===== config.mk =====
export PLATFORM = sky130hd
export DESIGN_NAME = fetch_stage_flat
export DESIGN_NICKNAME = d
export VERILOG_FILES = /design/src/rtl/isa_pkg.sv /design/src/rtl/fetch_if.sv /design/src/rtl/fetch_stage_lmsm_seq.sv /design/src/rtl/fetch_stage.sv /design/src/flat_wrapper.sv
export SDC_FILE = /design/constraint.sdc
export NUM_CORES = 1
export LEC_CHECK = 0
export CAP_MARGIN = 20
export CORE_UTILIZATION = 43
export CTS_BUF_LIST = sky130_fd_sc_hd__clkbuf_4
export DETAILED_ROUTE_END_ITERATION = 10
export PLACE_DENSITY = 0.77
export SLEW_MARGIN = 0
export SYNTH_ARGS = -nofsm -noshare
export SYNTH_HDL_FRONTEND = slang
export SYNTH_SLANG_ARGS = --single-unit
export TNS_END_PERCENT = 10

===== constraint.sdc =====
create_clock -name clk -period 1.72 [get_ports clk]
set_input_delay 0.344 -clock clk [delete_from_list [all_inputs] [get_ports clk]]
set_output_delay 0.344 -clock clk [all_outputs]
set_load 0.01 [all_outputs]

===== src/rtl/isa_pkg.sv =====
// Shared ISA constants for the fetch slice: LM/SM opcodes, bubble word, PC width,
// sequencer state type and the "more than one mask bit set" test.
package isa_pkg;

    localparam int          PC_W        = 16;
    localparam logic [3:0]  OP_LM       = 4'b0110;
    localparam logic [3:0]  OP_SM       = 4'b0111;
    localparam logic [15:0] NOP_IR_WORD = 16'hF000;

    typedef enum logic {
        ST_IDLE,
        ST_SEQ
    } seq_state_t;

    // Clearing the lowest set bit leaves something only if two or more bits were set.
    function automatic logic multi_bit(input logic [7:0] m);
        return (m & (m - 8'd1)) != 8'd0;
    endfunction

endpackage


===== src/rtl/fetch_if.sv =====
// Fetch-to-decode/hazard/imem signal bundle. master = fetch stage, slave = its surroundings.
interface fetch_if;
    import isa_pkg::*;

    logic [PC_W-1:0] imem_addr;
    logic [15:0]     imem_data;
    logic            stall;
    logic            redirect;
    logic [PC_W-1:0] redirect_pc;
    logic [PC_W-1:0] fromPipe1PC;
    logic [15:0]     IR;
    logic            pipe1_valid;
    logic [2:0]      lmsm_idx;
    logic            lmsm_busy;

    modport master (
        output imem_addr, fromPipe1PC, IR, pipe1_valid, lmsm_idx, lmsm_busy,
        input  imem_data, stall, redirect, redirect_pc
    );

    modport slave (
        input  imem_addr, fromPipe1PC, IR, pipe1_valid, lmsm_idx, lmsm_busy,
        output imem_data, stall, redirect, redirect_pc
    );

endinterface


===== src/rtl/fetch_stage_lmsm_seq.sv =====
// LM/SM micro-sequencer: decides when a loaded LM/SM needs extra pipe1 copies and counts them.
//  state   | meaning
//  ST_IDLE | normal fetch; a multi-bit LM/SM load enters ST_SEQ
//  ST_SEQ  | issuing further copies, PC frozen, lmsm_busy=1
module lmsm_seq
    import isa_pkg::*;
(
    input  logic       clk,
    input  logic       reset,
    input  logic       abort,
    input  logic       hold,
    input  logic [3:0] load_op,
    input  logic [7:0] load_mask,
    input  logic [7:0] cur_mask,
    output logic       busy,
    output logic [2:0] idx,
    output logic [7:0] next_mask
);

    seq_state_t state, state_nxt;
    logic [2:0] idx_nxt;

    assign next_mask = cur_mask & (cur_mask - 8'd1);
    assign busy      = (state == ST_SEQ);

    always_ff @(posedge clk or posedge reset) begin
        if (reset) begin
            state <= ST_IDLE;
            idx   <= 3'd0;
        end else begin
            state <= state_nxt;
            idx   <= idx_nxt;
        end
    end

    always_comb begin
        state_nxt = state;
        idx_nxt   = idx;
        if (abort) begin
            state_nxt = ST_IDLE;
            idx_nxt   = 3'd0;
        end else if (!hold) begin
            case (state)
                ST_IDLE: begin
                    idx_nxt = 3'd0;
                    if ((load_op == OP_LM || load_op == OP_SM) && multi_bit(load_mask))
                        state_nxt = ST_SEQ;
                end
                ST_SEQ: begin
                    idx_nxt = idx + 3'd1;
                    // Last copy is the one left with a single mask bit.
                    if (!multi_bit(next_mask))
                        state_nxt = ST_IDLE;
                end
                default: state_nxt = ST_IDLE;
            endcase
        end
    end

endmodule


===== src/rtl/fetch_stage.sv =====
// IF stage + pipe1 register: PC, imem read, stall/redirect and LM/SM copy issue.
// Optional FETCH_STATS_EN adds saturating stat_fetch / stat_stall counters.
module fetch_stage
    import isa_pkg::*;
#(
    parameter logic [PC_W-1:0] RESET_PC = 16'h0000,
    parameter logic [15:0]     NOP_IR   = NOP_IR_WORD
) (
    input  logic       clk,
    input  logic       reset,
`ifdef FETCH_STATS_EN
    output logic [15:0] stat_fetch,
    output logic [15:0] stat_stall,
`endif
    fetch_if.master    bus
);

    logic [PC_W-1:0] pc;
    logic [PC_W-1:0] pipe_pc;
    logic [15:0]     ir;
    logic            valid;
    logic            busy;
    logic [2:0]      idx;
    logic [7:0]      next_mask;
    logic            load;
    logic            seq_step;

    assign load     = !bus.redirect && !bus.stall && !busy;
    assign seq_step = !bus.redirect && !bus.stall && busy;

    lmsm_seq u_seq (
        .clk       (clk),
        .reset     (reset),
        .abort     (bus.redirect),
        .hold      (bus.stall),
        .load_op   (bus.imem_data[15:12]),
        .load_mask (bus.imem_data[7:0]),
        .cur_mask  (ir[7:0]),
        .busy      (busy),
        .idx       (idx),
        .next_mask (next_mask)
    );

    // PC already points past the LM/SM once it is loaded, so copies leave it alone.
    always_ff @(posedge clk or posedge reset) begin
        if (reset) begin
            pc      <= RESET_PC;
            ir      <= NOP_IR;
            pipe_pc <= '0;
            valid   <= 1'b0;
        end else if (bus.redirect) begin
            pc    <= bus.redirect_pc;
            ir    <= NOP_IR;
            valid <= 1'b0;
        end else if (load) begin
            pc      <= pc + 16'd1;
            ir      <= bus.imem_data;
            pipe_pc <= pc;
            valid   <= 1'b1;
        end else if (seq_step) begin
            ir[7:0] <= next_mask;
            valid   <= 1'b1;
        end
    end

    assign bus.imem_addr   = pc;
    assign bus.IR          = ir;
    assign bus.fromPipe1PC = pipe_pc;
    assign bus.pipe1_valid = valid;
    assign bus.lmsm_idx    = idx;
    assign bus.lmsm_busy   = busy;

`ifdef FETCH_STATS_EN
    always_ff @(posedge clk or posedge reset) begin
        if (reset) begin
            stat_fetch <= 16'd0;
            stat_stall <= 16'd0;
        end else begin
            if (load && stat_fetch != 16'hFFFF)
                stat_fetch <= stat_fetch + 16'd1;
            if (bus.stall && stat_stall != 16'hFFFF)
                stat_stall <= stat_stall + 16'd1;
        end
    end
`endif

endmodule


===== src/flat_wrapper.sv =====
// flat-port wrapper written by rule: the top's interface ports become plain ports
module fetch_stage_flat import isa_pkg::*;
#(
    parameter logic [PC_W-1:0] RESET_PC = 16'h0000,
    parameter logic [15:0]     NOP_IR   = NOP_IR_WORD
)
  (clk, reset, bus_imem_addr, bus_fromPipe1PC, bus_IR, bus_pipe1_valid, bus_lmsm_idx, bus_lmsm_busy, bus_imem_data, bus_stall, bus_redirect, bus_redirect_pc);
  fetch_if bus_i ();
  input  logic clk;
  input  logic reset;
  output wire logic [$bits(bus_i.imem_addr)-1:0] bus_imem_addr;
  output wire logic [$bits(bus_i.fromPipe1PC)-1:0] bus_fromPipe1PC;
  output wire logic [$bits(bus_i.IR)-1:0] bus_IR;
  output wire logic [$bits(bus_i.pipe1_valid)-1:0] bus_pipe1_valid;
  output wire logic [$bits(bus_i.lmsm_idx)-1:0] bus_lmsm_idx;
  output wire logic [$bits(bus_i.lmsm_busy)-1:0] bus_lmsm_busy;
  input wire logic [$bits(bus_i.imem_data)-1:0] bus_imem_data;
  input wire logic [$bits(bus_i.stall)-1:0] bus_stall;
  input wire logic [$bits(bus_i.redirect)-1:0] bus_redirect;
  input wire logic [$bits(bus_i.redirect_pc)-1:0] bus_redirect_pc;
  assign bus_imem_addr = bus_i.imem_addr;
  assign bus_fromPipe1PC = bus_i.fromPipe1PC;
  assign bus_IR = bus_i.IR;
  assign bus_pipe1_valid = bus_i.pipe1_valid;
  assign bus_lmsm_idx = bus_i.lmsm_idx;
  assign bus_lmsm_busy = bus_i.lmsm_busy;
  assign bus_i.imem_data = bus_imem_data;
  assign bus_i.stall = bus_stall;
  assign bus_i.redirect = bus_redirect;
  assign bus_i.redirect_pc = bus_redirect_pc;
  fetch_stage #(.RESET_PC(RESET_PC), .NOP_IR(NOP_IR)) u_core (.clk(clk), .reset(reset), .bus(bus_i));
endmodule

==> flow_summary.toml <==
[status]
status = "finished, violations left"
violations = "setup timing"

[synthesis]
ys_types = 46
synth_compound_area_share_pct = 14.0
synth_nets = 303
synth_area_um2 = 2640
synthXorXnorAreaFrac_pct = 4.97
synth_warnings = 0
synth-simple-area-share_pct = 18.3
synth_top_family_by_area = "simple AND/OR/NAND/NOR gates"
synth_mux_area_share_pct = 8.00
seq_area_frac_synth_pct = 50.4
ys_seq_elements = 53
avgSynthCellArea_um2 = 9.98
synthAdderAreaFrac_pct = 1.33
synth_cells = 265
async_flop_share_pct = 100
synth_edf_count = 0
ys.flop_type = "dfrtp_1"

[final_layout]
syn2layout_area_growth_pct = 48.0
num_antenna_cells = 0
nets = 416
fin_cells = 454
drive_above_1_share_pct = 22.2
postLayoutCoreUtil_pct = 66.1
fillers = 512
fin_area_um2 = 3910

[worst_setup_path]
rrSetupSlack_ns = -0.02
crit_path_max_incr_delay_ns = 0.51
cp_cell_sequence = "a2111oi_4 > nor2_2 > o311a_1 > o32a_1"
worst_r2r_startpoint = "u_core.bus.IR[1]"
cp-end-kind = "flop"
r2r_cells = 4
r2r_end = "u_core.u_seq.busy"
arrival_ns = 2.00
startpoint_type = "flop"
critPathSlowestCell = "dfrtp_2"
critPathKind = "flop to flop"
required_ns = 1.98
path_max_fanout = 6

[floorplanning]
core_um2 = 5920
placementRows = 28
io_pins = 89
start_util_pct = 44.7
die_area_um2 = 6470
die_x_um = 80.4
die_h_um = 80.4

[pwr]
total_leakage_power_nw = 1.78
p_int_w = 0.00203
p_sw_w = 0.000862
pwr-share-clk_pct = 18.5
seq_power_share_pct = 52.0
switching_share_pct = 29.8
powerDensity_nw_per_um2 = 740
irDropWorstVdd_mv = 0.456
share_comb_of_total_power_pct = 29.4

[clock_tree]
tritoncts = "built"
clock_path_buffers = 2
postCtsHoldBufs = 0
htree_levels = 2
clk_pin_slew_ns = 0.15
numCtsBuffers = 5
clkLatencyLatePin_ns = 0.37
clockRootBuffer = "clkbuf_4"
numClockSinks = 53

[timing]
hold_viol_final = 0
relSlewSlack_pct = 76.4
worst_pin_slew_ns = 0.349
fmax_mhz = 575
min_period_ns = 1.74
rsz0062_at_grt = "true"
finalSetupTns_ns = -0.0195
skew_ns = 0.00547
fin_crit_sh_pct = 101
maxSlewViolCount = 0
setup_ws_ns = -0.0195
setup_viol = 1

[place]
dp.cells = 438
hpwl_mm = 4.66
gp_congestion = 0.860
place_area_um2 = 3760
port_buffers = 88

[grt]
gr-total-overflow = 0
antenna_found_initial = 0
grt_max_degree = 54
grt_pass1_wl_mm = 10.7
grt_pass1_vias = 2371
grt_usage_pct = 21.3

[detailed_routing]
drtIter0Drc = 128
first_pass_iters = 4
drc_errors = 0
postRouteAntennaNets = 0
via_per_inst = 5.23
wl_mm = 6.86
vias = 2373
wl_per_cell_um = 15.1

[job]
cap_violations = 0

[hold_path]
hold_class = "input port to asynchronous set/reset pin"
-- layout make-up --
type	count	area, µm²	share of cell area [%]
tap	75	93.8	2.40
sequential	53	1340	34.3
multi-input combinational	194	1270	32.5
inverter	2	7.51	0.192
clock inverter	3	12.5	0.320
clock buffer	5	37.5	0.959
timing repair buffer	122	1150	29.3
-- critical path: cells and delay by family (launching register included) --
kind	cells	cell delay (ns)
AOI/OAI and AO/OA	3	1.05
DFF	1	0.51
and+or+nand+nor	1	0.08
-- cell usage in the layout, fill, tap and decap left out, types with 9 or more instances in the layout --
master	count
mux2_2	15
clkdlybuf4s50_1	57
o21ai_0	24
xor2_1	9
dfrtp_2	9
a21oi_1	16
dlygate4sd2_1	22
nor2_1	15
buf_4	32
dfrtp_1	40
nand2_1	48
-- power groups by stage --
stage                     clock network, W  registers [W]  logic [W]
after global placement                   0        0.00152   0.000836
after detailed placement                 0        0.00153   0.000851
after floorplan                          0        0.00158   0.000294
after global routing              0.000600        0.00153   0.000924
final                             0.000537        0.00151   0.000851
after CTS                         0.000559        0.00151   0.000838
-- synth_stat cells, types with 2 or more instances --
cell type	count	area [µm²]
and2_1	2	12.5
dfrtp_1	49	1230
nor2_1	17	63.8
mux2_2	15	169
or2_2	2	12.5
o31a_1	2	17.5
nand3b_1	4	30.0
a22oi_1	4	30.0
o21a_1	3	22.5
a21oi_1	16	80.1
a2111oi_2	2	30.0
xnor2_1	6	52.6
o21ai_0	25	125
a21o_1	3	22.5
dfstp_2	4	105
ha_1	2	25.0
buf_2	3	15.0
mux2_1	2	22.5
nand3_1	7	35.0
inv_1	2	7.51
clkbuf_1	11	41.3
nand2_1	48	180
nor2b_1	3	18.8
mux2i_1	2	20.0
xor2_1	9	78.8
nor3_2	2	20.0
-- sequential cells by signal, summed over array words and instances (netlist names) --
register	flops
u_core.bus.IR	16
u_core.bus.fromPipe1PC	16
u_core.bus.imem_addr	16
u_core.bus.pipe1_valid	1
u_core.u_seq.busy	1
u_core.u_seq.idx	3
-- repair_timing --
item / 4_1_cts / 5_1_grt
pin swaps: 0 / 5
endpoints found under the setup margin: 27 / 13
gates resized for setup: 32 / 16
buffers inserted: 5 / 3
endpoints found under the hold margin: 0 / 0
-- per-stage QoR --
step / hold slack (ns) / worst slack (ns) / total power (W)
finish: 0.323 / -0.0195 / 0.00289
global route: 0.334 / -0.0820 / 0.00305
CTS: 0.321 / -0.0369 / 0.00290
detailed placement: 0.485 / -0.228 / 0.00238
global placement: 0.466 / -0.215 / 0.00236
floorplan: 0.457 / 0.00253 / 0.00188
-- worst max path at each step --
stage | start | to | slack (ns)
final | u_core.bus.IR[1] | u_core.u_seq.busy | -0.02
after global routing | u_core.bus.IR[1] | u_core.u_seq.busy | -0.08
after CTS | u_core.bus.IR[0] | u_core.u_seq.busy | -0.04
after detailed placement | bus_imem_data[1] | u_core.u_seq.busy | -0.23
after global placement | bus_imem_data[1] | u_core.u_seq.busy | -0.22
after floorplan | bus_stall | u_core.bus.fromPipe1PC[0] | 0.003
-- layer usage --
metal,up-vias,track usage [%],share of wire [%]
met2,85,37.7,50
met5,-,0,0
met3,9,5.11,6.9
met4,0,5.00,1.3
met1,1128,26.0,42
li1,1151,-,-
-- kinds of logic (layout without fill, tap and decap cells) --
group	count (synthesis)	after routing
muxes	19	19
AOI/OAI and AO/OA	60	60
adders and majority gates	3	3
buffers and inverters	18	132
and+or+nand+nor	97	97
DFF	53	53
xor gates and xnor gates	15	15
No activity file was read; power rests on OpenSTA's default activity.
